**config.mk**
```make
export PLATFORM = sky130hd
export DESIGN_NAME = alu_issue
export DESIGN_NICKNAME = d
export VERILOG_FILES = /design/src/rtl/alu_issue_pkg.sv /design/src/rtl/issue_fifo.sv /design/src/rtl/alu_issue.sv
export SDC_FILE = /design/constraint.sdc
export NUM_CORES = 1
export LEC_CHECK = 0
export ABC_AREA = 1
export BUFFER_PORTS_ARGS = -buffer_cell sky130_fd_sc_hd__buf_4
export CORE_MARGIN = 5
export CORE_UTILIZATION = 51
export DETAILED_ROUTE_END_ITERATION = 10
export PLACE_DENSITY_LB_ADDON = 0.08
export SLEW_MARGIN = 20
export SYNTH_ARGS = -nofsm -noshare
export SYNTH_HDL_FRONTEND = slang
export SYNTH_HIERARCHICAL = 1
export SYNTH_SLANG_ARGS = --single-unit
```
**constraint.sdc**
```tcl
create_clock -name clk -period 3.37 [get_ports clk]
set_input_delay 0.1685 -clock clk [delete_from_list [all_inputs] [get_ports clk]]
set_output_delay 0.1685 -clock clk [all_outputs]
set_load 0.005 [all_outputs]
```
**src/rtl/alu_issue_pkg.sv**
```systemverilog
// alu_issue_pkg
// Shared definitions for the ALU issue stage: instruction field positions,
// the opcode-to-alusignals bit map, the issue FSM state type and the
// one-hot ALU control decode helper.
package alu_issue_pkg;

    // Instruction word layout
    localparam int INSTR_W      = 16;
    localparam int OPC_MSB      = 15;
    localparam int OPC_LSB      = 12;
    localparam int IMM_FLAG_BIT = 11;
    localparam int IMM_MSB      = 4;
    localparam int IMM_LSB      = 0;
    localparam int ALU_W        = 12;

    // alusignals bit index for each ALU operation (equal to its opcode)
    localparam int ALU_ADD_BIT = 0;
    localparam int ALU_LD_BIT  = 1;
    localparam int ALU_ST_BIT  = 2;
    localparam int ALU_SUB_BIT = 3;
    localparam int ALU_MUL_BIT = 4;
    localparam int ALU_CMP_BIT = 5;
    localparam int ALU_DIV_BIT = 6;
    localparam int ALU_OR_BIT  = 7;
    localparam int ALU_AND_BIT = 8;
    localparam int ALU_NOT_BIT = 9;
    localparam int ALU_LSL_BIT = 10;
    localparam int ALU_LSR_BIT = 11;

    localparam logic [3:0] OPC_MUL  = 4'(ALU_MUL_BIT);
    // Highest opcode that maps to an ALU operation; above it is discarded
    localparam logic [3:0] OPC_LAST = 4'(ALU_LSR_BIT);

    typedef enum logic [0:0] {
        ST_ISSUE    = 1'b0,
        ST_MUL_HOLD = 1'b1
    } state_e;

    // One-hot ALU control for an opcode; zero for unused opcodes
    function automatic logic [ALU_W-1:0] alu_decode(input logic [3:0] opc);
        logic [ALU_W-1:0] sig;
        if (opc <= OPC_LAST) begin
            sig = 12'd1 << opc;
        end else begin
            sig = 12'd0;
        end
        return sig;
    endfunction

endpackage

```
**src/rtl/issue_fifo.sv**
```systemverilog
// issue_fifo
// Circular buffer of DEPTH entries with wrap-around pointers and an
// occupancy count. Push and pop are qualified by the parent; flush_i
// clears the pointers and count synchronously.
// Ports: clk, rst_n (async active-low), flush_i, push_i, pop_i,
//        wdata_i (entry in), rdata_o (head entry), count_o (occupancy).
module issue_fifo #(
    parameter int DEPTH = 4,
    parameter int W     = 48
) (
    input  logic                   clk,
    input  logic                   rst_n,
    input  logic                   flush_i,
    input  logic                   push_i,
    input  logic                   pop_i,
    input  logic [W-1:0]           wdata_i,
    output logic [W-1:0]           rdata_o,
    output logic [$clog2(DEPTH):0] count_o
);
    localparam int PW = $clog2(DEPTH);
    localparam int CW = PW + 1;

    logic [PW-1:0] wr_ptr_q, wr_ptr_d;
    logic [PW-1:0] rd_ptr_q, rd_ptr_d;
    logic [CW-1:0] count_q, count_d;
    logic [W-1:0]  mem_q [DEPTH];

    assign rdata_o = mem_q[rd_ptr_q];
    assign count_o = count_q;

    // Next pointers and occupancy; DEPTH is a power of two so pointers wrap naturally
    always_comb begin
        wr_ptr_d = wr_ptr_q;
        rd_ptr_d = rd_ptr_q;
        count_d  = count_q;
        if (flush_i) begin
            wr_ptr_d = '0;
            rd_ptr_d = '0;
            count_d  = '0;
        end else begin
            if (push_i) begin
                wr_ptr_d = wr_ptr_q + PW'(1);
            end else begin
                wr_ptr_d = wr_ptr_q;
            end
            if (pop_i) begin
                rd_ptr_d = rd_ptr_q + PW'(1);
            end else begin
                rd_ptr_d = rd_ptr_q;
            end
            case ({push_i, pop_i})
                2'b10:   count_d = count_q + CW'(1);
                2'b01:   count_d = count_q - CW'(1);
                default: count_d = count_q;
            endcase
        end
    end

    // Pointer, count and storage registers
    always_ff @(posedge clk or negedge rst_n) begin
        if (!rst_n) begin
            wr_ptr_q <= '0;
            rd_ptr_q <= '0;
            count_q  <= '0;
            for (int i = 0; i < DEPTH; i++) begin
                mem_q[i] <= '0;
            end
        end else begin
            wr_ptr_q <= wr_ptr_d;
            rd_ptr_q <= rd_ptr_d;
            count_q  <= count_d;
            if (push_i && !flush_i) begin
                mem_q[wr_ptr_q] <= wdata_i;
            end
        end
    end

endmodule

```
**src/rtl/alu_issue.sv**
```systemverilog
// alu_issue
// Issue stage in front of an ALU. Instructions with their operands are
// queued in issue_fifo; each cycle in ISSUE the head is popped and decoded
// into registered ALU controls. A mul keeps the ALU busy, so the FSM parks
// in MUL_HOLD for MUL_CYCLES-1 cycles without popping.
// Ports: clk, rst_n (async active-low); in_valid/in_ready/in_instr/in_op1/
//        in_op2 (upstream handshake); flush (sync discard); out_valid,
//        alusignals, op1, op2, immx, isimmediate, instr (ALU side);
//        count (buffer occupancy).
module alu_issue
    import alu_issue_pkg::*;
#(
    parameter int DEPTH      = 4,
    parameter int MUL_CYCLES = 2
) (
    input  logic                   clk,
    input  logic                   rst_n,
    input  logic                   in_valid,
    output logic                   in_ready,
    input  logic [15:0]            in_instr,
    input  logic [15:0]            in_op1,
    input  logic [15:0]            in_op2,
    input  logic                   flush,
    output logic                   out_valid,
    output logic [11:0]            alusignals,
    output logic [15:0]            op1,
    output logic [15:0]            op2,
    output logic [4:0]             immx,
    output logic                   isimmediate,
    output logic [15:0]            instr,
    output logic [$clog2(DEPTH):0] count
);
    localparam int CW      = $clog2(DEPTH) + 1;
    localparam bit HOLD_EN = (MUL_CYCLES > 1);

    state_e        state_q, state_d;
    logic [7:0]    hold_q, hold_d;
    logic          out_valid_q, out_valid_d;
    logic [11:0]   alu_q, alu_d;
    logic [15:0]   op1_q, op1_d, op2_q, op2_d, instr_q, instr_d;
    logic [4:0]    immx_q, immx_d;
    logic          isimm_q, isimm_d;

    logic [CW-1:0] fifo_count_s;
    logic [47:0]   head_s;
    logic [15:0]   h_instr_s, h_op1_s, h_op2_s;
    logic [3:0]    h_opc_s;
    logic          push_s, pop_s;

    // in_ready depends on registered occupancy only, never on a same-cycle pop
    assign in_ready = (fifo_count_s < CW'(DEPTH));
    assign push_s   = in_valid && in_ready && !flush;
    assign pop_s    = (state_q == ST_ISSUE) && (fifo_count_s != CW'(0)) && !flush;

    assign {h_instr_s, h_op1_s, h_op2_s} = head_s;
    assign h_opc_s = h_instr_s[OPC_MSB:OPC_LSB];

    issue_fifo #(
        .DEPTH(DEPTH),
        .W    (48)
    ) u_fifo (
        .clk     (clk),
        .rst_n   (rst_n),
        .flush_i (flush),
        .push_i  (push_s),
        .pop_i   (pop_s),
        .wdata_i ({in_instr, in_op1, in_op2}),
        .rdata_o (head_s),
        .count_o (fifo_count_s)
    );

    // FSM next state and decode of the popped head into the output registers
    always_comb begin
        state_d     = state_q;
        hold_d      = hold_q;
        out_valid_d = 1'b0;
        alu_d       = 12'd0;
        op1_d       = op1_q;
        op2_d       = op2_q;
        immx_d      = immx_q;
        isimm_d     = isimm_q;
        instr_d     = instr_q;
        if (flush) begin
            state_d = ST_ISSUE;
            hold_d  = 8'd0;
        end else begin
            case (state_q)
                ST_ISSUE: begin
                    if (pop_s && (h_opc_s <= OPC_LAST)) begin
                        out_valid_d = 1'b1;
                        alu_d       = alu_decode(h_opc_s);
                        op1_d       = h_op1_s;
                        op2_d       = h_op2_s;
                        immx_d      = h_instr_s[IMM_MSB:IMM_LSB];
                        isimm_d     = h_instr_s[IMM_FLAG_BIT];
                        instr_d     = h_instr_s;
                        if (HOLD_EN && (h_opc_s == OPC_MUL)) begin
                            state_d = ST_MUL_HOLD;
                            hold_d  = 8'(MUL_CYCLES - 2);
                        end else begin
                            state_d = ST_ISSUE;
                        end
                    end else begin
                        // empty buffer, or opcode 12..15 popped and dropped
                        state_d = ST_ISSUE;
                    end
                end
                ST_MUL_HOLD: begin
                    if (hold_q == 8'd0) begin
                        state_d = ST_ISSUE;
                    end else begin
                        hold_d = hold_q - 8'd1;
                    end
                end
                default: begin
                    state_d = ST_ISSUE;
                    hold_d  = 8'd0;
                end
            endcase
        end
    end

    // FSM and ALU-side output registers
    always_ff @(posedge clk or negedge rst_n) begin
        if (!rst_n) begin
            state_q     <= ST_ISSUE;
            hold_q      <= 8'd0;
            out_valid_q <= 1'b0;
            alu_q       <= 12'd0;
            op1_q       <= 16'd0;
            op2_q       <= 16'd0;
            immx_q      <= 5'd0;
            isimm_q     <= 1'b0;
            instr_q     <= 16'd0;
        end else begin
            state_q     <= state_d;
            hold_q      <= hold_d;
            out_valid_q <= out_valid_d;
            alu_q       <= alu_d;
            op1_q       <= op1_d;
            op2_q       <= op2_d;
            immx_q      <= immx_d;
            isimm_q     <= isimm_d;
            instr_q     <= instr_d;
        end
    end

    assign out_valid   = out_valid_q;
    assign alusignals  = alu_q;
    assign op1         = op1_q;
    assign op2         = op2_q;
    assign immx        = immx_q;
    assign isimmediate = isimm_q;
    assign instr       = instr_q;
    assign count       = fifo_count_s;

endmodule

```
==> impl_results.md, run 1 <==
* CP arrival at 3.17 ns
* Startpoint Class: flip-flop
* Peak VDD IR at 410 uV
* Die span in x at 162 microns
* Outcome: finished clean
* Crit end category: flip-flop
* Post-CTS resize count at 0
* Wire per inst at 16.2 microns
* HP Start: flush
* Post-synth EDFFs at 0
* Sw Ratio at 31.9%
* Rel. slew slack at approximately 29%
* Routability cong. at 0.794
* Vias in the first global route at between 9k and 10k
* Port Buffers at 122
* Logic gate share of total power at 25.4%
* Worst Clk Skew at 0.0132 ns
* Max-Cap Viols at 0
* Largest net degree at the start of global routing at 107
* Layout cells sized above 1 at between 10% and 20%
* Core Box Area at 22600 sq um
* TritonCTS clock tree: built
* Leakage at 0.00705 uW
* Primary FF master, synth: dfrtp_1
* CTS buffer count at 29
* Kind of critical path: flip-flop to flip-flop
* Pre-CTS WS at roughly 0.66 ns
* RSZ-0062 raised after global routing: no
* Final nets at 1509
* # H-tree levels at 1
* DR pass1 iterations at 5
* ANT nets after route at 0
* Commonest cells in the synthesized netlist: nand2_1 (337), dfrtp_1 (269), o21ai_0 (175), o21ai_1 (165), nor2_1 (119)
* Final Hold Vio Count at 0
* Starting DRC count in detailed routing at ~670
* Syn. warnings at 6
* Syn avg cell area at 8.83 sq um
* Final wirelength at 28600 microns
* Dpl cells at 1656
* Skew-Pair Late Insertion Delay at 0.55 ns
* Sink Count at 269
* CP required at around 3.8 ns
* Row Count at 55
* Crit path max fanout at 28
* Root buf cell: clkbuf_16
* Distinct cell type count after synthesis at 32
* Post-synth top area share at 57.3%
* Hold Buf Count CTS at 49
* Post-synthesis cell count at 1331
* Crit path time final at ~2.7 ns
* Worst Tran Pin Value at 1.07 ns
* DR vias at 9373
* Final setup violation count at 0
* Hpwl dp at 16200 microns
* DRC Markers at 0
* Fin crit share at 81.3%
* Sw power at 3290 uW
* Top Ports at 123
* Antenna violations before repair at 0
* Antenna diode count at 0
* Non-Filler Instances at 1759
* CTS clock-pin slew for the worst setup and hold paths at approximately 0.06 ns
* Number of synthesized register bits at 269
* Pwr dens at about 740 nW/um^2
* Sequential power share at 43.2%
* Setup TNS at 0 ns
* Peak Freq at ~370 MHz
* Gr ovfl total at 0
* Total die area at ~26000 sq um
* Async set-reset flop share out of synthesis at 100%
* R2R setup slack at 0.63 ns
* P&R area growth vs syn at 19.2%
* Sequential area share after synthesis at 57.3%
* Syn Std Cell Area at 11700 sq um
* Via/cell ratio at 5.33
* Total global-route track usage at 21.9%
* First-pass GRT wire length at 47400 microns
* Post-CTS Setup Repair Bufs at 0
* Clock power share at 31.4%
* Pins Over Slew Limit at 0
* Final setup margin at 0.631 ns
* Count leader, synth: nand2_1
* Most area-consuming cells after synthesis: dfrtp_1 (57%), nand2_1 (11%), o21ai_0 (7.5%)
* Initial Utilization at between 50% and 60%
* Critical Path Source: u_fifo/rd_ptr_q[1]
* Chip height at 162 microns
* Cell taking the most area after synthesis: dfrtp_1
* Hold WC Path Type: input pin to flip-flop
* Mapped Nets at 1389
* R2R Path Start: u_fifo/rd_ptr_q[1]
* Clock Tree Buf Depth at 3
* Int Pwr at 7020 uW
[sequential cells by signal (all words and copies together), names as in the netlist]
signal / count
out_valid: 1
alusignals: 12
op1: 16
instr: 16
u_fifo/mem_q: 192
u_fifo/rd_ptr_q: 2
hold_q: 8
u_fifo/wr_ptr_q: 2
op2: 16
u_fifo/count_o: 3
state_q: 1
[critical path: stages, from the launching register on]
cell and delay (ns):
dfrtp_2 0.49, clkinv_1 0.22, buf_4 0.30, o21ai_0 0.12, o22ai_1 0.10, buf_4 0.17
inv_1 0.05, nand2_1 0.04, nor2_1 0.18, a21boi_1 0.09, nor2_1 0.52, inv_1 0.19
nand2_1 0.10, nand2_1 0.05
[power by group through the flow]
stage	clock network [uW]	registers [uW]	logic [uW]
2_1_floorplan	0	4380	1690
3_3_place_gp	0	4480	2550
3_5_place_dp	0	4500	2590
4_1_cts	3310	4450	2650
5_1_grt	3460	4550	2990
6_report	3240	4450	2620
[path summary, 6_finish.rpt]
check,endpoint,cells after the start
max,hold_q[5],13
min,hold_q[6],4
max in group asynchronous,u_fifo/mem_q[50],3
min reg2reg,u_fifo/mem_q[114],2
max reg2reg,hold_q[5],13
min in group asynchronous,op2[13],2
[metrics by stage]
step	hold WS (ns)	area (sq um)	util [%]	total power (uW)
after floorplan	-0.127	11700	-	6070
after global placement	0.295	12500	55.3	7030
after detailed placement	0.294	12500	55.3	7090
after CTS	0.0197	14000	61.8	10400
after global routing	0.0362	14000	61.9	11000
final	0.0320	14000	61.9	10300
[layout make-up]
type,instances,area [sq um]
fill,2022,8630
sequential,269,6740
multi-input combinational,891,4130
timing repair buffer,183,1520
clock buffer,35,768
tap,285,357
inverter,77,289
clock inverter,19,215
[routing by layer]
layer | GRT usage (%) | wire [microns] | vias to the layer above
met3 | 2.87 | 1190 | 28
li1 | - | - | 4613
met4 | 3.88 | 357 | 0
met2 | 35.4 | 13300 | 208
met1 | 32.4 | 13800 | 4524
met5 | 0 | 0 | -
[layout by cell type (no fill, tap or decap), types with 5 or more instances in the layout]
cell type and count:
o21ai_1 165, dlygate4sd3_1 49, nand3_1 10, o22ai_1 49, clkbuf_16 29, clkinv_2 12, dfrtp_1 267, o21ai_0 175
inv_1 73, buf_4 132, nand2_1 337, ha_1 5, nor2_1 119
[kinds of logic after synthesis]
logic type,share of synthesized area [%]
muxes,0.0852
adders and majority gates,0.703
xor gates and xnor gates,0.0746
DFF,57.3
AOI/OAI and AO/OA,17.5
and+or+nand+nor,16.7
buffers and inverters,7.65
(Power assumes the default switching activity.)
==> run 2: changes to the inputs <==
- clock period: 3.37 -> 2.4 ns (I/O delays scaled with it)
==> impl_results.md, run 2 (synthesis results as in run 1) <==
* Layout cells sized above 1 at 14.6%
* RSZ-0062 raised after global routing: no
* Setup TNS at 0 ns
* Total power at around 15000 uW
* CP arrival at ~2.7 ns
* Leakage at 0.00718 uW
* Vias in the first global route at 9289
* Pre-CTS WS at 0.0774 ns
* Sink Count at 269
* Skew-Pair Late Insertion Delay at 0.55 ns
* Final setup violation count at 0
* Pins Over Slew Limit at 0
* Crit path max fanout at 46
* Top Ports at approximately 120
* First-pass GRT wire length at just under 50000 microns
* ANT nets after route at 0
* Crit path cell chain: inv_2, o21ai_0, o22ai_1, nand2_1, inv_2, buf_4, o21ai_0, nand2_1
* Final nets at 1523
* Initial Utilization at 51.9%
* Largest net degree at the start of global routing at 97
* Max-Cap Viols at 0
* WHS at 0.127 ns
* P&R area growth vs syn at 21.1%
* Worst Clk Skew at 0.0228 ns
* Startpoint Class: flip-flop
* Most frequent cells in the layout: nand2_1 (337), dfrtp_1 (267), o21ai_0 (175)
* Worst Tran Pin Value at 0.966 ns
* Gr ovfl total at 0
* Port Buffers at 122
* Pwr dens at between 1000 and 1500 nW/um^2
* Peak Freq at 455 MHz
* TritonCTS clock tree: built
* DRC Markers at 0
* CTS buffer count at 29
* CTS clock-pin slew for the worst setup and hold paths at 0.06 ns
* Crit path time final at 2.20 ns
* Routability cong. at between 0.7 and 0.8
* Root buf cell: clkbuf_16
* Fin crit share at 91.5%
* Slowest cell on the critical path: dfrtp_4
* Wire per inst at 16.5 microns
* Via/cell ratio at between 5 and 6
* Clock Tree Buf Depth at 3
* Antenna diode count at 0
* Chip height at between 150 and 200 microns
* DR vias at 9454
* Hpwl dp at 16700 microns
* Flip-flop count of the largest register after layout at about 190
* DR pass1 iterations at 5
* Final wirelength at slightly below 30000 microns
* Largest reg by FF count: u_fifo/mem_q
* Most common cell after layout, fill and taps aside: nand2_1
* Post-CTS Setup Repair Bufs at 0
* Starting DRC count in detailed routing at 651
* Final setup margin at 0.204 ns
* Final Hold Vio Count at 0
* Antenna violations before repair at 0
* Outcome: finished clean
* Final Instance Area at between 10000 and 15000 sq um
* # H-tree levels at 1
* Row Count at 55
* Rel. slew slack at 35.6%
* Critical path's largest stage delay at 0.56 ns
* Die span in x at 162 microns
* Peak VDD IR at 598 uV
* Total global-route track usage at ~22%
* Hold WC Path Type: input pin to async pin
* Total die area at between 20000 and 30000 sq um
* Kind of critical path: flip-flop to flip-flop
* Crit end category: flip-flop
* CP required at 2.89 ns
* Post-place instance area at 12700 sq um
* Core Box Area at 22600 sq um
## run 2: changes by cell type in the layout (fill, tap and decap cells not counted), moves of 2 or more
cell	previous run	this run
buf_4	132	141
buf_12	1	4
clkbuf_8	2	4
clkinv_2	12	8
bufinv_16	4	7
## run 2: area by class of cell
class	count	area, sq um
well taps	285	357
fillers	1973	8410
clock buffers	37	796
repair buffers	196	1650
flip-flops and latches	269	6740
multi-input cells	892	4130
clock inverters	17	267
inverters	77	289
## run 2: stage by stage
stage	cells	util (%)
floorplan	1331	-
global placement	1668	55.9
detailed placement	1668	55.9
CTS	1772	62.8
global route	1773	62.9
finish	1773	62.9
## run 2: layer usage
metal	track usage, %	part of all wire, %
met4	4.38	1.5
met1	32.5	47
met3	2.56	4.5
met2	36.8	47
met5	0	0
## run 2: worst max-delay path: cells and delay by family (launching register included)
family	cells	cell delay, ns
AOI/OAI and AO/OA	3	0.54
buffers and inverters	3	0.81
DFF	1	0.56
and+or+nand+nor	2	0.20
## run 2: final timing paths
check / from / end / slack [ns] / cells past startpoint
worst min register to register: u_fifo/mem_q[97] / u_fifo/mem_q[97] / 0.48 / 2
worst min-delay path: rst_n / op2[13] / 0.13 / 2
min in group clk: in_valid / u_fifo/count_o[0] / 0.13 / 6
worst max register to register: u_fifo/rd_ptr_q[0] / instr[6] / 0.20 / 8
max in group asynchronous: rst_n / u_fifo/rd_ptr_q[0] / 1.52 / 3
worst max-delay path: u_fifo/rd_ptr_q[0] / instr[6] / 0.20 / 8
## run 2: what timing repair did
| action | in CTS | in global routing |
|---|---|---|
| hold endpoints to repair | 325 | 0 |
| hold buffers | 50 | 0 |
| resized for setup | 0 | 1 |
| endpoints found under the setup margin | 0 | 7 |
## run 2: power by group
group	total (uW)	switching, uW	internal, uW
clock	4920	1830	3090
combinational	3770	2200	1570
sequential	6210	600	5610
==> run 3: changes to the inputs <==
- PLACE_DENSITY: default -> 0.82
- PLACE_DENSITY_LB_ADDON: 0.08 -> default
==> impl_results.md, run 3 (synthesis results as in run 1) <==
* Outcome: finished clean
* CTS clock-pin slew for the worst setup and hold paths at 0.07 ns
* Root buf cell: clkbuf_16
* Die span in x at about 160 microns
* TritonCTS clock tree: built
* M1 WL at roughly 12000 microns
* DRC Markers at 0
* Fin crit share at 91.4%
* Core Box Area at 22600 sq um
* Antenna violations before repair at 1
* Largest net degree at the start of global routing at 85
* DR pass1 iterations at 5
* Leakage at a little over 0.007 uW
* Hold WC Path Type: input pin to async pin
* Sink Count at 269
* Crit path time final at ~2.2 ns
* CP arrival at 2.66 ns
* Most common cell after layout, fill and taps aside: nand2_1
* Via/cell ratio at 5.52
* Post-CTS Setup Repair Bufs at 0
* Initial Utilization at 51.9%
* Final setup violation count at 0
* ANT nets after route at 0
* Gr ovfl total at 0
* RSZ-0062 raised after global routing: no
* Wire per inst at 16.4 microns
* Max Used Layer: met4
* First-pass GRT wire length at approximately 50000 microns
* Met2 Routed Length at around 14000 microns
* Total die area at 26200 sq um
* Vias in the first global route at between 9k and 10k
* Total global-route track usage at 22.2%
* Flip-flop count of the largest register after layout at 192
* Total power at 14400 uW
* Pins Over Slew Limit at 0
* P&R area growth vs syn at 20.0%
* Routed wl met3 at 1830 microns
* Layout cells sized above 1 at between 10% and 20%
* DR vias at 9759
* CP required at 2.87 ns
* Rel. slew slack at 54.2%
* Max-Cap Viols at 0
* Largest reg by FF count: u_fifo/mem_q
* Crit path max fanout at 34
* Worst Tran Pin Value at about 0.69 ns
* Hold Buf Count CTS at 50
* Row Count at 55
* Layout filler cell count at between 1.5k and 2k
* WHS at 0.179 ns
* R2R setup slack at ~0.2 ns
* Kind of critical path: flip-flop to flip-flop
* Chip height at roughly 160 microns
* Worst Clk Skew at ~0.017 ns
* Skew-Pair Late Insertion Delay at between 0.5 and 0.6 ns
* Peak VDD IR at 604 uV
* # H-tree levels at 1
* Startpoint Class: flip-flop
* Pwr dens at 1020 nW/um^2
* Peak Freq at 456 MHz
* Post-CTS resize count at 0
* Routability cong. at 0.839
* Worst reg2reg path depth at 8
* Port Buffers at 122
* Final Hold Vio Count at 0
* Final Util at 62.3%
* Most frequent cells in the layout: nand2_1 (337), dfrtp_1 (267), o21ai_0 (175)
* Starting DRC count in detailed routing at 859
* Final nets at 1521
* Hpwl dp at approximately 17000 microns
* Crit end category: flip-flop
* Final wirelength at 28900 microns
* Top Ports at approximately 120
* Setup TNS at 0 ns
* CTS buffer count at 27
* Clock Tree Buf Depth at 3
[run 3: cell types whose count changed in the layout (fill, tap and decap cells not counted), moves of 2 or more]
cell,previous run,this run
clkbuf_16,29,27
clkbuf_1,4,2
clkinv_2,8,5
buf_12,4,6
clkinvlp_4,1,4
bufinv_16,7,3
[run 3: stage by stage]
stage               cells  worst slack [ns]  instance area (sq um)
floorplan            1331             0.394                  11700
finish               1768             0.206                  14100
global route         1768            0.0646                  14100
detailed placement   1669             0.317                  12700
global placement     1669             0.432                  12700
CTS                  1767             0.284                  14100
[run 3: worst paths after layout]
| path | from | to |
|---|---|---|
| max | u_fifo/rd_ptr_q[0] | op1[5] |
| min | rst_n | u_fifo/mem_q[20] |
| max reg2reg | u_fifo/rd_ptr_q[0] | op1[5] |
| min reg2reg | u_fifo/mem_q[100] | u_fifo/mem_q[100] |
| max in group asynchronous | rst_n | u_fifo/mem_q[44] |
| min in group clk | in_valid | u_fifo/count_o[2] |
[run 3: critical path, stage by stage (launching register included)]
cell	delay, ns
dfrtp_2	0.44
inv_2	0.26
o21ai_0	0.13
o22ai_1	0.21
nand2_1	0.11
inv_2	0.25
buf_4	0.43
o21ai_0	0.21
nand2_1	0.10
[run 3: final cells by class]
type	count	area [sq um]	area share [%]
diodes	1	2.50	0.0177
clock buffers	34	752	5.33
clock inverters	14	163	1.15
inverters	77	289	2.05
multi-input cells	891	4120	29.2
flip-flops and latches	269	6730	47.8
well taps	285	357	2.53
repair buffers	197	1690	12.0
[run 3: where the power goes]
group	switching, uW	total [uW]	internal (uW)
clock network	1740	4280	2540
logic	2260	3850	1600
registers	608	6220	5610
[run 3: metal layers]
layer | GRT usage, % | vias to the layer above
li1 | - | 4628
met1 | 30.2 | 4677
met2 | 37.1 | 390
met3 | 2.77 | 64
met4 | 7.73 | 0
met5 | 0 | -
